### src/rtl/gpio_seq_pkg.sv
// gpio_seq_pkg: sequencer states and GPIO register map
package gpio_seq_pkg;
  typedef enum logic [3:0] {
    IDLE, CFG_EN, CFG_MASK, CFG_POL, CLR, ARMED, CAPTURE, ACK, PUSH, DIS_MASK, DIS_ACK
  } state_t;
  localparam logic [4:0] REG_DATA = 5'd0;
  localparam logic [4:0] REG_EN   = 5'd4;
  localparam logic [4:0] REG_MASK = 5'd8;
  localparam logic [4:0] REG_POL  = 5'd12;
  localparam logic [4:0] REG_ACK  = 5'd16;
endpackage

### src/rtl/gpio_seq_timestamp.sv
// gpio_seq_timestamp: free-running wrapping timestamp counter
module gpio_seq_timestamp #(
  parameter int TS_W = 32
) (
  input  logic            clk,
  input  logic            reset,
  output logic [TS_W-1:0] ts
);
  always_ff @(posedge clk)
    ts <= reset ? '0 : ts + 1'b1;
endmodule

### src/rtl/gpio_irq_sequencer.sv
// gpio_irq_sequencer: Avalon master configuring a GPIO, servicing its irq and arbitrating data writes (timestamps with GPIO_SEQ_TIMESTAMP_EN)
module gpio_irq_sequencer
  import gpio_seq_pkg::*;
#(
  parameter int REARM_CYCLES = 2,
  parameter int TS_W         = 32
) (
  input  logic            clk,
  input  logic            reset,
  input  logic            start,
  input  logic            stop,
  input  logic [31:0]     cfg_enable,
  input  logic [31:0]     cfg_mask,
  input  logic [31:0]     cfg_pol,
  output logic [4:0]      avm_address,
  output logic            avm_write,
  output logic [31:0]     avm_writedata,
  input  logic [31:0]     avm_readdata,
  input  logic            irq_i,
  input  logic            out_req,
  input  logic [31:0]     out_data,
  output logic            out_gnt,
  output logic            evt_valid,
  input  logic            evt_ready,
  output logic [31:0]     evt_data,
  output logic [TS_W-1:0] evt_ts,
  output logic            busy
);
  localparam int HW = $clog2(REARM_CYCLES + 1);
  localparam logic [HW-1:0] REARM = HW'(REARM_CYCLES);

  state_t state, state_n;
  logic [31:0] cfg_en_q, cfg_mask_q, cfg_pol_q;
  logic [HW-1:0] holdoff;
  logic stop_pend, rr_last;
  logic stop_now, pick_irq, pick_out;

  assign stop_now  = stop || stop_pend;
  // rr_last set means irq was served last, so a tie goes to the output requester
  assign pick_irq  = state == ARMED && !stop_now && irq_i && holdoff == '0 && (!out_req || !rr_last);
  assign pick_out  = state == ARMED && !stop_now && out_req && !pick_irq;
  assign evt_valid = state == PUSH;
  assign busy      = state != IDLE;

  always_comb begin
    state_n       = state;
    avm_write     = 1'b0;
    avm_address   = REG_DATA;
    avm_writedata = '0;
    out_gnt       = 1'b0;
    case (state)
      IDLE:     state_n = start ? CFG_EN : IDLE;
      CFG_EN:   begin avm_write = 1'b1; avm_address = REG_EN;   avm_writedata = cfg_en_q;   state_n = CFG_MASK; end
      CFG_MASK: begin avm_write = 1'b1; avm_address = REG_MASK; avm_writedata = cfg_mask_q; state_n = CFG_POL;  end
      CFG_POL:  begin avm_write = 1'b1; avm_address = REG_POL;  avm_writedata = cfg_pol_q;  state_n = CLR;      end
      CLR:      begin avm_write = 1'b1; avm_address = REG_ACK;  state_n = ARMED; end
      ARMED: begin
        state_n       = stop_now ? DIS_MASK : pick_irq ? CAPTURE : ARMED;
        avm_write     = pick_out;
        out_gnt       = pick_out;
        avm_writedata = pick_out ? out_data : '0;
      end
      CAPTURE:  state_n = ACK;
      ACK:      begin avm_write = 1'b1; avm_address = REG_ACK; state_n = PUSH; end
      PUSH:     state_n = evt_ready ? ARMED : PUSH;
      DIS_MASK: begin avm_write = 1'b1; avm_address = REG_MASK; state_n = DIS_ACK; end
      DIS_ACK:  begin avm_write = 1'b1; avm_address = REG_ACK;  state_n = IDLE; end
      default:  state_n = IDLE;
    endcase
  end

  always_ff @(posedge clk) begin
    if (reset) begin
      state      <= IDLE;
      cfg_en_q   <= '0;
      cfg_mask_q <= '0;
      cfg_pol_q  <= '0;
      holdoff    <= '0;
      stop_pend  <= 1'b0;
      rr_last    <= 1'b0;
      evt_data   <= '0;
    end else begin
      state <= state_n;
      if (state == IDLE && start) begin
        cfg_en_q   <= cfg_enable;
        cfg_mask_q <= cfg_mask;
        cfg_pol_q  <= cfg_pol;
      end
      holdoff <= (state == CLR || state == ACK) ? REARM :
                 ((state == ARMED || state == PUSH) && holdoff != '0) ? holdoff - 1'b1 : holdoff;
      stop_pend <= state == DIS_ACK ? 1'b0 :
                   (stop && state != IDLE && state != ARMED) ? 1'b1 : stop_pend;
      rr_last <= pick_irq ? 1'b1 : pick_out ? 1'b0 : rr_last;
      if (state == CAPTURE) evt_data <= avm_readdata;
    end
  end

`ifdef GPIO_SEQ_TIMESTAMP_EN
  logic [TS_W-1:0] ts;
  gpio_seq_timestamp #(.TS_W(TS_W)) u_ts (.clk(clk), .reset(reset), .ts(ts));
  always_ff @(posedge clk)
    if (reset) evt_ts <= '0;
    else if (state == CAPTURE) evt_ts <= ts;
`else
  assign evt_ts = {TS_W{1'b0}};
`endif
endmodule

### config.mk
export PLATFORM = sky130hd
export DESIGN_NAME = gpio_irq_sequencer
export DESIGN_NICKNAME = d
export VERILOG_FILES = /design/src/rtl/gpio_seq_pkg.sv /design/src/rtl/gpio_seq_timestamp.sv /design/src/rtl/gpio_irq_sequencer.sv
export SDC_FILE = /design/constraint.sdc
export NUM_CORES = 1
export LEC_CHECK = 0
export BUFFER_PORTS_ARGS = -buffer_cell sky130_fd_sc_hd__buf_2
export CORE_MARGIN = 1
export CORE_UTILIZATION = 47
export CTS_CLUSTER_SIZE = 40
export DETAILED_ROUTE_END_ITERATION = 7
export PLACE_DENSITY = 0.87
export SLEW_MARGIN = 5
export SYNTH_ARGS = -nofsm -noshare
export SYNTH_HDL_FRONTEND = slang
export SYNTH_HIERARCHICAL = 1
export SYNTH_SLANG_ARGS = --single-unit
### constraint.sdc
create_clock -name clk -period 1.64 [get_ports clk]
set_input_delay 0.082 -clock clk [delete_from_list [all_inputs] [get_ports clk]]
set_output_delay 0.082 -clock clk [all_outputs]
set_load 0.05 [all_outputs]
Word-level counts from Yosys, hierarchy flattened. Cells that the tools add are included.

$mul: 0. Bitwise logic cells: 0. Eq/ne operators: 11. Mux-type cells: 14. Add/sub/neg operators: 1. Magnitude comparators: 0. Shift operators: 0. Divide/modulo/power cells: 0. Reduce and logical (&&, ||, !) cells: 29.

Operators by type and width (count): case mux 32 bit (4 select lines) (1); case mux 4 bit (10 select lines) (1); two-way mux 32 bit (1); case mux 5 bit (4 select lines) (1); equality test 4 x 3 -> 1 bit, second input constant (4); equality test 4 bit, second input constant (3); logical AND 1 bit (10); equality test 4 x 2 -> 1 bit, second input constant (2); two-way mux 4 bit (2); OR reduction 7 bit (1); two-way mux 2 bit (3); nonzero test 2 bit (3); OR reduction 2 bit (3); equality test 4 x 1 -> 1 bit, second input constant (1); logical NOT 1 bit (4); logical NOT 4 bit (1); logical OR 1 bit (4); two-way mux 1 bit (4); inequality test 4 x 3 -> 1 bit, second input constant (1); nonzero test 4 bit (1); OR reduction 3 bit (1); logical NOT 2 bit (1); case mux 1 bit (2 select lines) (1); subtractor 2 x 1 -> 2 bit, second input constant (1).

RAM bits: 0. Register bits: 136. Memories kept: 0. Input port bits: 167. Bits in latches: 0. Word-level logic and storage cells: 64. Bits in read-only memories: 0.

Logic depth before layout (Yosys ltp).
Word-level depth: 10. Gate-level depth with buffers: 8. Mapped depth without buffers: 6.

Least setup slack after synthesis. OpenSTA, ideal clock, no wires.

Path kind: reg2reg. Start point: register state[1]. End point: register state[2]. Setup time: 70 ps. Cell stages (with the launch flop): 6. Clock period less this slack: 2245 ps. Path slack: -605 ps. Path buffers: 2. Arrival: 2175 ps. Path through: dfxtp_1 > buf_4 > buf_2 > nor3_1 > a221oi_1 > nor2_1.

Longest elaborated chain between the ends: 2.

RTL lines: from (decl) (RTL line gpio_irq_sequencer.sv:32) `state_t state, state_n;`; from (signal assigned) (RTL line gpio_irq_sequencer.sv:83) `state <= state_n;`; equality test 4 bit; via evt_valid (RTL line gpio_irq_sequencer.sv:23) `output logic evt_valid,`; case mux 4 bit (10 select lines) (RTL line gpio_irq_sequencer.sv:51) `case (state)`.

The timed path passes the listed nets, and every way through them passes these cells. A chain may end at the register's enable or synchronous reset.

Worst setup path after layout.
Start point: register state[1]. End point: output port avm_writedata[4].

Longest elaborated chain between the ends: 9.

RTL lines: equality test 4 x 3 -> 1 bit (RTL line gpio_irq_sequencer.sv:40, gpio_irq_sequencer.sv:41, gpio_irq_sequencer.sv:51); logical AND 1 bit (RTL line gpio_irq_sequencer.sv:40, gpio_irq_sequencer.sv:41); logical AND 1 bit (3 in a row) (RTL line gpio_irq_sequencer.sv:40) `assign pick_irq = state == ARMED && !stop_now && irq_i && holdoff == '0 && (!out_req || !rr_last);`; logical NOT 1 bit (RTL line gpio_irq_sequencer.sv:41) `assign pick_out = state == ARMED && !stop_now && out_req && !pick_irq;`; logical AND 1 bit (RTL line gpio_irq_sequencer.sv:41); two-way mux 32 bit (RTL line gpio_irq_sequencer.sv:61) `avm_writedata = pick_out ? out_data : '0;`; case mux 32 bit (4 select lines) (*) (RTL line gpio_irq_sequencer.sv:51); to (decl) (RTL line gpio_irq_sequencer.sv:17) `output logic [31:0] avm_writedata,`.

Mark *: on every way between the ends. The rest lies on a longest branch, timed or not.

==> flow_summary.toml <==
[synthesis]
synthesis.instances = 782
syn-cell-area_um2 = 6100
yosys.area.top_type_share_pct = 44.6
synth_top_area_cell = "dfxtp_1"
yosysWarnings = 6
synth_seq_area_share_pct = 44.6
synth-edff-count = 0
synthFlopType = "dfxtp_1"
synth.top_cells.by_area = "dfxtp_1 (45%), nand2_1 (16%), a21oi_1 (11%)"
syn_avg_cell_area_um2 = 7.80
async_flop_share_pct = 0
synth-seq-cells = 136
ys_types = 41

[power]
total_power_mw = 9.94
cellLeakagePower_nw = 4.38
peakVddDrop_uv = 836
p_per_area_nw_per_um2 = 960

[routing]
drtIter0Drc = 794
drt_drc_violations_left = 0
ant_nets = 0
vias = 7693
via_per_inst = 5.68
dr.pass1.iters = 6
post_drt_wl_per_cell_um = 19.9
wirelength_mm = 26.9

[floorplan]
rows = 41
fp.dieW_um = 116
core_um2 = 12600
ios = 272
start_util_pct = 48.3
die_area_um2 = 13400
die_h_um = 116

[finish]
drive_above_1_share_pct = 36.0
stdcell_area_um2 = 10400
fin_util_pct = 82.1
stdcell_count = 1354
syn_to_final_growth_pct = 69.9
fillers = 655
layout.nets = 1334

[worst_setup_path]
crit_required_ns = 1.56
crit_type = "flip-flop to output pin"
cp_max_fo = 9
start_kind = "flip-flop"
end_kind = "output pin"
cp.arrival_ns = 2.16

[global_routing]
grt_max_degree = 97
grt-ovfl-total = 0
grt_pass1_vias = 7002
grt_pass1_wl_mm = 34.3
grt_use_total_pct = 33.5
antenna_found_initial = 3

[sta]
finalSetupViolations = 110
fmaxAchievable_mhz = 446
rsz0062_at_grt = "true"
fin_ws_ns = -0.603
min_period_ns = 2.24
finalHoldViolations = 0
skew_ns = 0.00894
slew_violations = 0
finalCritPeriodShare_pct = 137

[cts]
cts.sinks = 136
cts_tree = "yes"
cts_made_buffers = 17
clkTransAtPathRegs_ns = 0.06
clock_path_buffers = 2
h-tree-depth = 4
worstSkewPairLatency_ns = 0.42
root_buffer = "clkbuf_16"

[placement]
place_congestion = 0.848
placement.io_buffers = 237
post-place-ws_ns = -0.0276
dp_cells = 1165
place_hpwl_mm = 12.8
dpl-instance-area_um2 = 7610

[outcome]
violations = "setup timing"
status = "finished with violations"

[min_path]
hold_class = "input port to flip-flop"

[run]
drv_cap = 0
==> metrics by stage <==
step	hold WS, ns	setup TNS (ns)
6_report	0.0911	-17.16
5_1_grt	0.103	-23.84
4_1_cts	0.0359	-10.79
3_5_place_dp	0.328	-0.0276
3_3_place_gp	0.321	0
2_1_floorplan	0.218	-0.0920
==> sequential cells by signal (all words and copies together) (netlist names) <==
name        cells
evt_data       32
state           4
cfg_pol_q      32
stop_pend       1
holdoff         2
rr_last         1
cfg_mask_q     32
cfg_en_q       32
==> worst max-delay path, stage by stage (launching register included) <==
cell	delay (ns)
dfxtp_4	0.38
buf_12	0.15
buf_12	0.15
mux2i_1	0.30
nor2_1	0.16
a221o_2	0.41
buf_6	0.18
==> area by class of cell <==
| class | count | area [um2] | share of cell area, % |
|---|---|---|---|
| antenna | 3 | 7.51 | 0.0725 |
| clock buffer | 24 | 472 | 4.55 |
| clock inverter | 8 | 96.3 | 0.930 |
| inverter | 4 | 15.0 | 0.145 |
| multi-input combinational | 582 | 3240 | 31.2 |
| sequential | 136 | 2730 | 26.4 |
| tap | 172 | 215 | 2.08 |
| timing repair buffer | 425 | 3590 | 34.6 |
==> logic make-up after synthesis <==
logic type	after synthesis	synth area share (%)
other	1	0.0615
flip-flops	136	44.6
XOR/XNOR	1	0.144
AND/OR/NAND/NOR	335	22.1
AO/OA/AOI/OAI	177	17.7
adder cells (fa/ha/maj)	1	0.205
buffers and inverters	97	9.58
multiplexers	34	5.60
==> synth_stat cells, types with 2 or more instances <==
cell / n
clkbuf_1: 24
buf_2: 23
nand2b_1: 6
nor3_1: 3
nor2_1: 42
nand2_1: 266
o21ai_0: 3
buf_6: 8
nand3_1: 2
a21oi_1: 135
buf_4: 35
buf_1: 3
a221o_1: 32
nor2b_1: 2
mux2i_1: 33
nand3b_1: 2
inv_1: 4
dfxtp_1: 136
==> metal layers <==
layer | up-vias | track usage (%) | share of wire [%]
met5 | - | 0 | 0.14
met4 | 2 | 25.0 | 6.8
met3 | 177 | 9.05 | 9.9
met2 | 618 | 57.3 | 48
met1 | 3574 | 35.5 | 35
li1 | 3322 | - | -
==> power by group <==
part	leakage [nW]	internal [mW]	switching, mW
clock	0.278	2.31	1.44
sequential	1.11	3.51	0.132
combinational	2.99	1.11	1.44
total	4.38	6.93	3.01
==> repair_timing <==
item,in CTS,in global routing
hold buffers,130,0
cloned,1,8
pin swaps,3,2
buffers inserted,10,8
hold endpoints to repair,130,0
setup endpoints to repair,39,154
resized for setup,103,64
==> cells in the final DEF, fill, tap and decap left out, types with 2 or more instances in the layout <==
| cell type | count |
|---|---|
| a21oi_1 | 94 |
| a21oi_2 | 41 |
| a221o_1 | 3 |
| a221o_2 | 29 |
| buf_12 | 18 |
| buf_2 | 197 |
| buf_4 | 22 |
| buf_6 | 45 |
| buf_8 | 6 |
| bufinv_16 | 2 |
| clkbuf_1 | 5 |
| clkbuf_16 | 23 |
| clkbuf_8 | 2 |
| clkinv_2 | 4 |
| conb_1 | 34 |
| dfxtp_1 | 132 |
| dfxtp_2 | 3 |
| diode_2 | 3 |
| dlygate4sd3_1 | 130 |
| inv_1 | 4 |
| mux2i_1 | 32 |
| nand2_1 | 260 |
| nand2_2 | 5 |
| nand2b_1 | 5 |
| nand3b_1 | 2 |
| nor2_1 | 38 |
| nor2_2 | 3 |
| nor2_4 | 2 |
| nor2b_4 | 2 |
| nor3_2 | 2 |
| nor3_4 | 2 |
| o21ai_0 | 2 |
==> path summary, 6_finish.rpt <==
path               startpoint                to  slack [ns]  cells past startpoint
setup / recovery     state[1]  avm_writedata[4]       -0.60                      6
hold / removal          reset      cfg_en_q[14]        0.09                      2
setup reg to reg     state[3]      cfg_en_q[23]       -0.14                      9
hold reg to reg   evt_data[2]       evt_data[2]        0.45                      2
Note: power is estimated with default switching activity, not from simulation.
